File: src/rtl/btn_event_ctrl.sv
// rtl/btn_event_ctrl.sv - multi-channel button debouncer with press/release/long/repeat events
//
// Each channel: optional input inversion, 2-flop synchroniser, tick-based
// debounce, then a small IDLE/HOLD/LONG FSM producing long-press and
// auto-repeat pulses. All timing is counted in i_tick strobes.
//
// Ports:
//   clk       system clock
//   rst_n     asynchronous active-low reset
//   i_tick    one-clk timing strobe (nominally 1 ms)
//   i_btn     raw asynchronous button inputs, one bit per channel
//   o_level   debounced stable level, 1 = pressed
//   o_press   one-clk pulse, cycle after o_level rises
//   o_release one-clk pulse, cycle after o_level falls
//   o_long    one-clk pulse when a hold reaches LONG_TICKS
//   o_repeat  one-clk pulse every REPEAT_TICKS while in long-press
module btn_event_ctrl #(
  parameter int N_BTN          = 4,
  parameter int DEBOUNCE_TICKS = 20,
  parameter int LONG_TICKS     = 1000,
  parameter int REPEAT_TICKS   = 200,
  parameter int ACTIVE_LOW_IN  = 0
) (
  input  logic             clk,
  input  logic             rst_n,
  input  logic             i_tick,
  input  logic [N_BTN-1:0] i_btn,
  output logic [N_BTN-1:0] o_level,
  output logic [N_BTN-1:0] o_press,
  output logic [N_BTN-1:0] o_release,
  output logic [N_BTN-1:0] o_long,
  output logic [N_BTN-1:0] o_repeat
);

  localparam int DW       = $clog2(DEBOUNCE_TICKS) + 1;
  localparam int HW       = $clog2(LONG_TICKS) + 1;
  localparam int RW       = (REPEAT_TICKS > 0) ? $clog2(REPEAT_TICKS) + 1 : 1;
  localparam int REP_LAST = (REPEAT_TICKS > 0) ? REPEAT_TICKS - 1 : 0;

  typedef enum logic [1:0] {ST_IDLE, ST_HOLD, ST_LONG} state_t;

  logic [N_BTN-1:0] btn_in;
  logic [N_BTN-1:0] sync1;
  logic [N_BTN-1:0] sync2;
  logic [N_BTN-1:0] level_prev;

  assign btn_in = (ACTIVE_LOW_IN != 0) ? ~i_btn : i_btn;

  // Synchroniser and edge pulses; pulses compare the level against its
  // one-cycle-old copy, so they land in the cycle after o_level changes.
  always_ff @(posedge clk or negedge rst_n) begin
    if (!rst_n) begin
      sync1      <= '0;
      sync2      <= '0;
      level_prev <= '0;
      o_press    <= '0;
      o_release  <= '0;
    end else begin
      sync1      <= btn_in;
      sync2      <= sync1;
      level_prev <= o_level;
      o_press    <= o_level & ~level_prev;
      o_release  <= ~o_level & level_prev;
    end
  end

  for (genvar g = 0; g < N_BTN; g++) begin : g_ch
    logic [DW-1:0] db_cnt;
    logic          level_q;
    state_t        state;
    state_t        state_nxt;
    logic [HW-1:0] hold_cnt;
    logic [HW-1:0] hold_nxt;
    logic [RW-1:0] rep_cnt;
    logic [RW-1:0] rep_nxt;
    logic          long_q;
    logic          long_nxt;
    logic          rep_q;
    logic          rep_pulse_nxt;

    assign o_level[g]  = level_q;
    assign o_long[g]   = long_q;
    assign o_repeat[g] = rep_q;

    // Debounce: only a full run of mismatching ticks moves the level;
    // any agreeing tick restarts the qualification.
    always_ff @(posedge clk or negedge rst_n) begin
      if (!rst_n) begin
        db_cnt  <= '0;
        level_q <= 1'b0;
      end else if (i_tick) begin
        if (sync2[g] != level_q) begin
          if (db_cnt == DW'(DEBOUNCE_TICKS - 1)) begin
            level_q <= sync2[g];
            db_cnt  <= '0;
          end else begin
            db_cnt <= db_cnt + 1'b1;
          end
        end else begin
          db_cnt <= '0;
        end
      end
    end

    always_ff @(posedge clk or negedge rst_n) begin
      if (!rst_n) begin
        state    <= ST_IDLE;
        hold_cnt <= '0;
        rep_cnt  <= '0;
        long_q   <= 1'b0;
        rep_q    <= 1'b0;
      end else begin
        state    <= state_nxt;
        hold_cnt <= hold_nxt;
        rep_cnt  <= rep_nxt;
        long_q   <= long_nxt;
        rep_q    <= rep_pulse_nxt;
      end
    end

    // Release is tested before any tick handling so a release cycle can
    // never also emit a long or repeat pulse.
    always_comb begin
      state_nxt     = state;
      hold_nxt      = hold_cnt;
      rep_nxt       = rep_cnt;
      long_nxt      = 1'b0;
      rep_pulse_nxt = 1'b0;
      case (state)
        ST_IDLE: begin
          if (level_q) begin
            state_nxt = ST_HOLD;
            hold_nxt  = '0;
          end
        end
        ST_HOLD: begin
          if (!level_q) begin
            state_nxt = ST_IDLE;
            hold_nxt  = '0;
          end else if (i_tick) begin
            if (hold_cnt == HW'(LONG_TICKS - 1)) begin
              long_nxt  = 1'b1;
              state_nxt = ST_LONG;
              hold_nxt  = '0;
              rep_nxt   = '0;
            end else begin
              hold_nxt = hold_cnt + 1'b1;
            end
          end
        end
        ST_LONG: begin
          if (!level_q) begin
            state_nxt = ST_IDLE;
            rep_nxt   = '0;
          end else if ((REPEAT_TICKS > 0) && i_tick) begin
            if (rep_cnt == RW'(REP_LAST)) begin
              rep_pulse_nxt = 1'b1;
              rep_nxt       = '0;
            end else begin
              rep_nxt = rep_cnt + 1'b1;
            end
          end
        end
        default: begin
          state_nxt = ST_IDLE;
          hold_nxt  = '0;
          rep_nxt   = '0;
        end
      endcase
    end
  end

endmodule

File: config.mk
export PLATFORM = sky130hd
export DESIGN_NAME = btn_event_ctrl
export DESIGN_NICKNAME = d
export VERILOG_FILES = /design/src/rtl/btn_event_ctrl.sv
export SDC_FILE = /design/constraint.sdc
export NUM_CORES = 1
export LEC_CHECK = 0
export BUFFER_PORTS_ARGS = -buffer_cell sky130_fd_sc_hd__buf_2
export CORE_AREA = 8 8 116 128
export CTS_CLUSTER_DIAMETER = 150
export DETAILED_ROUTE_END_ITERATION = 7
export DIE_AREA = 0 0 124 136
export PLACE_DENSITY = 0.75
export SLEW_MARGIN = 15
export SYNTH_ARGS = -nofsm -noshare
export SYNTH_HDL_FRONTEND = slang
export SYNTH_SLANG_ARGS = --single-unit
File: constraint.sdc
create_clock -name clk -period 2.55 [get_ports clk]
set_clock_uncertainty 0.05 [all_clocks]
set_input_delay 0.51 -clock clk [delete_from_list [all_inputs] [get_ports clk]]
set_output_delay 0.51 -clock clk [all_outputs]
set_load 0.02 [all_outputs]
* After elaboration in Yosys (flattened, before gate mapping) *
Index checks and enable logic that the tools add are counted.

storage, ports and cells
  output and inout bits = 20
  memory bits (read-only) = 0
  memory bits (writable) = 0
  latch bits = 0
  memories kept = 0
  word-level logic and storage cells = 245
  bits in registers = 144
  bits of input ports = 7

cells by class
  shift operators = 0
  div/mod/pow operators = 0
  order comparisons = 0
  add/sub/neg operators = 12
  bitwise logic cells = 12
  multiply operators = 0
  equality and inequality tests = 56
  muxes and demuxes = 112
  reduce and logical (&&, ||, !) cells = 20

operators by type and width
  cell                     count
  $mux W9                  24
  $mux W11                 16
  $pmux W11 S3             4
  $pmux W9 S3              4
  $mux W6                  8
  $add A11 B1 Y11 const B  4
  $eq A11 B10 Y1 const B   4
  $mux W2                  20
  $ne A2 B2 Y1 const B     20
  $add A9 B1 Y9 const B    4
  $eq A9 B8 Y1 const B     4
  $ne A3 B3 Y1 const B     12
  $mux W1                  32
  $add A6 B1 Y6 const B    4
  $eq A6 B5 Y1 const B     4
  $pmux W2 S3              4
  $reduce_and A3 Y1        8
  $reduce_and A5 Y1        4
  $reduce_and A4 Y1        4
  $and A4 B4 Y4            2
  $eq A2 B1 Y1 const B     4
  $eq A2 B2 Y1 const B     4
  $logic_not A2 Y1         4
  $not A1 Y1               8
  other kinds (2)          6

* Longest topological paths before layout *
  word-level depth = 5
  gate-level depth with buffers = 7
  depth with buffers taken out = 5

* Worst setup path before layout *
Ideal clock, no wire load.

  kind = flip-flop to flip-flop
  start = register g_ch[2].db_cnt[0]
  end = register g_ch[2].level_q
  cell stages (with the launch flop) = 6
  path slack = 0.708 ns
  arrival = 1.668 ns
  clock period less this slack = 1.842 ns
  data required time = 2.375 ns
  path buffers = 0
  library setup time = 0.125 ns
  cells stage by stage = dfrtp_1 > ha_1 > nand2b_1 > or4b_2 > nor2_1 > mux2_2

between the ends
  word-level cells in the longest chain between the ends = 2

RTL lines
  what                                RTL line  RTL
  start: declaration                  68        logic [DW-1:0] db_cnt;
  start signal: assignment            97        db_cnt <= db_cnt + 1'b1;
  $eq A6 B5 Y1                        93        if (db_cnt == DW'(DEBOUNCE_TICKS - 1)) begin
  $reduce_and A3 Y1 (no source line)  -
  end signal: assignment              94        level_q <= sync2[g];
  end: declaration                    69        logic level_q;

Every way passes these cells.
A chain may end at the register's enable or synchronous reset.

* Worst setup path after layout *
Ends and elaborated chain as after synthesis.

==> results_dict.tcl <==
set metrics [dict create \
    finalMaxSlewViolations 0 \
    crit_chain "ha_1 > nand2b_1 > or4b_2 > nor2_1 > mux2_2" \
    vias 5891 \
    cts_hold_buf 0 \
    ys_warn_count 0 \
    rows 44 \
    synth_top_area_cell "dfrtp_1" \
    power_per_cell_area_nw_per_um2 640 \
    core_region_area_um2 12900 \
    multi_input_area_um2 3570 \
    cts_tree "done" \
    hold_class "input port to async pin" \
    wl_mm 15.0 \
    avgSynthCellArea_um2 10.1 \
    synth_edf_count 0 \
    fp.dieH_um 136 \
    ff_latch_area_um2 3600 \
    cts_buffer_depth 2 \
    dieArea_um2 16900 \
    die_x_um 124 \
    setup_viol_count_final 0 \
    min_period_over_period 0.768 \
    htreeDepth 4 \
    clock.fmax_mhz 511 \
    crit_family "simple AND/OR/NAND/NOR gates" \
    relSlewSlack 0.576 \
    clk_pin_slew_worst_paths_ns 0.06 \
    dp_hpwl_mm 10.3 \
    port_buffers 26 \
    power_mw 5.35 \
    cp_max_fo 3 \
    grt_pass1_vias 5729 \
    via_per_inst 6.31 \
    grt_first_pass_wirelength_mm 25.6 \
    fin_crit_ns 1.96 \
    drc 0 \
    cp-start-kind "register" \
    tns_ns 0 \
    setup_slack_ns 0.592 \
    post_drt_wl_per_cell_um 16.1 \
    final_cell_mix "144 x dfrtp_1, 66 x nand2_1, 41 x nand3_1, 41 x o21ai_0, 40 x a21oi_1" \
    slowest_stage "or4b_2" \
    hold_viol 5 \
    yosysSeqAreaShare 0.483 \
    cts_sinks 144 \
    synth_seq_cells 144 \
    cp.arrival_ns 2.22 \
    drive_above_1_share 0.122 \
    cts-root-buf "clkbuf_16" \
    diodes 0 \
    hold_ws_ns -0.00714 \
    cts_setup_buffers 0 \
    synth_flop_cell "dfrtp_1" \
    synth_nets 757 \
    cts-buffers-inserted 17 \
    status "finished with violations" \
    nets 778 \
    violations "hold timing" \
    io_pins 27 \
    async_flop_share 1.00 \
    crit_type "register to register" \
    required_ns 2.81 \
    ir_drop_mv 0.522 \
    rsz0062_at_grt "no" \
    grt_start_max_net_pins 52 \
    ant_nets 0 \
    p_leak_nw 3.75 \
    drt_iter0_drc 427 \
    worstSkewPairLatency_ns 0.42 \
    maxCapViolCount 0 \
    dp_slack_ns 0.310 \
    critical_path.endpoint_type "register" \
    worst_pin_slew_ns 0.629 \
    synth_area_leaders "dfrtp_1 48%, nand2_1 3.3%, nand3_1 2.8%, o21ai_0 2.8%, a21oi_1 2.7%" \
    first_pass_iters 5 \
    routabilityCongestion 0.859 \
    syn_area_um2 7460 \
    area_growth_syn_to_layout_pct 12.1 \
    synth.distinct_cells 68 \
    synth_top_area_frac 0.483 \
    n_fill_cell 1032 \
    layout_commonest_cell "dfrtp_1" \
    track_usage 0.188 \
    start_util 0.579 \
    synthCells 738 \
    critPathBufInv 0 \
    overflow 0 \
    antenna_found_initial 0 \
    slowest_delay_ns 0.65 \
    ctsResizeCount 0 \
]
cells in the mapped netlist (4+ instances only):
master     count
nand2_1       66
o22ai_1        8
nor3b_1        7
xor2_1        14
and2_1         9
a21o_1         6
mux2i_1       14
a21oi_1       40
nand3b_1       6
nand2b_1       8
xnor2_1        6
nor2b_1       10
buf_2         12
dfrtp_1      144
a41oi_1        5
nor3_1        10
buf_4         14
or4_1          4
o211ai_1       6
nand4b_1       4
inv_1         19
nor2_1        38
o21ai_0       41
o31ai_1       13
a31oi_1       21
mux2_2         6
o21a_1         6
ha_1          12
or3_1         16
o2bb2ai_1     14
a211o_1        8
nor4_1         6
and4_1        10
nand4_1       14
nand3_1       41
and3_1        24
worst register-to-register path, cell delays in order (launching register included):
cell	delay, ns
dfrtp_1	0.39
ha_1	0.22
nand2b_1	0.08
or4b_2	0.65
nor2_1	0.12
mux2_2	0.34
cell families (layout without fill, tap and decap cells):
group / Yosys count / count (layout) / synth area share
xor gates and xnor gates: 20 / 20 / 0.0235
adders and majority gates: 12 / 12 / 0.0201
AOI/OAI and AO/OA: 197 / 197 / 0.181
buffers and inverters: 51 / 85 / 0.0378
muxes: 20 / 20 / 0.0279
and+or+nand+nor: 294 / 294 / 0.227
DFF: 144 / 144 / 0.483
registers in the layout (all words and copies together), names as in the netlist:
name           flops
g_ch.rep_cnt      36
g_ch.rep_q         4
g_ch.state         8
sync2              4
o_release          4
g_ch.db_cnt       24
g_ch.long_q        4
level_prev         4
g_ch.hold_cnt     44
g_ch.level_q       4
sync1              4
o_press            4
metrics by stage:
stage / cells / utilization / area (um2) / hold WS, ns
after floorplan: 738 / - / 7460 / 0.164
after global placement: 901 / 0.595 / 7670 / 0.287
after detailed placement: 901 / 0.595 / 7670 / 0.289
after CTS: 933 / 0.649 / 8360 / 0.00389
after global routing: 933 / 0.649 / 8360 / 0.0308
final: 933 / 0.649 / 8360 / -0.00714
metal layers:
| metal | vias to the layer above | GRT usage | share of wire |
|---|---|---|---|
| met1 | 2937 | 0.222 | 0.44 |
| met3 | 25 | 0.0424 | 0.034 |
| met5 | - | 0 | 0 |
| met2 | 119 | 0.319 | 0.51 |
| li1 | 2810 | - | - |
| met4 | 0 | 0.0847 | 0.015 |
report_power, final:
part / switching, mW / internal, mW
clock: 0.920 / 1.93
combinational: 0.100 / 0.0489
sequential: 0.0318 / 2.32
total: 1.05 / 4.30
worst paths after layout:
path                                                from                      endpoint  slack, ns  cells after the start
max in group asynchronous                          rst_n  g_ch[3].state[1]$_DFFE_PN0P_       1.82                      2
hold / removal                                     rst_n          o_press[0]$_DFF_PN0_     -0.007                      1
min in group clk                                i_btn[3]            sync1[3]$_DFF_PN0_       0.14                      1
setup reg to reg           g_ch[2].db_cnt[0]$_DFFE_PN0P_   g_ch[2].level_q$_DFFE_PN0P_       0.59                      5
setup / recovery           g_ch[2].db_cnt[0]$_DFFE_PN0P_   g_ch[2].level_q$_DFFE_PN0P_       0.59                      5
hold reg to reg                       sync1[1]$_DFF_PN0_            sync2[1]$_DFF_PN0_       0.30                      0
final cells by class:
cell class | count | share of cell area
Clock buffer | 22 | 0.0579
Clock inverter | 10 | 0.0244
Inverter | 19 | 0.00853
Multi-Input combinational cell | 543 | 0.427
Sequential cell | 144 | 0.431
Tap cell | 161 | 0.0241
Timing Repair Buffer | 34 | 0.0265
(Power assumes the default switching activity.)
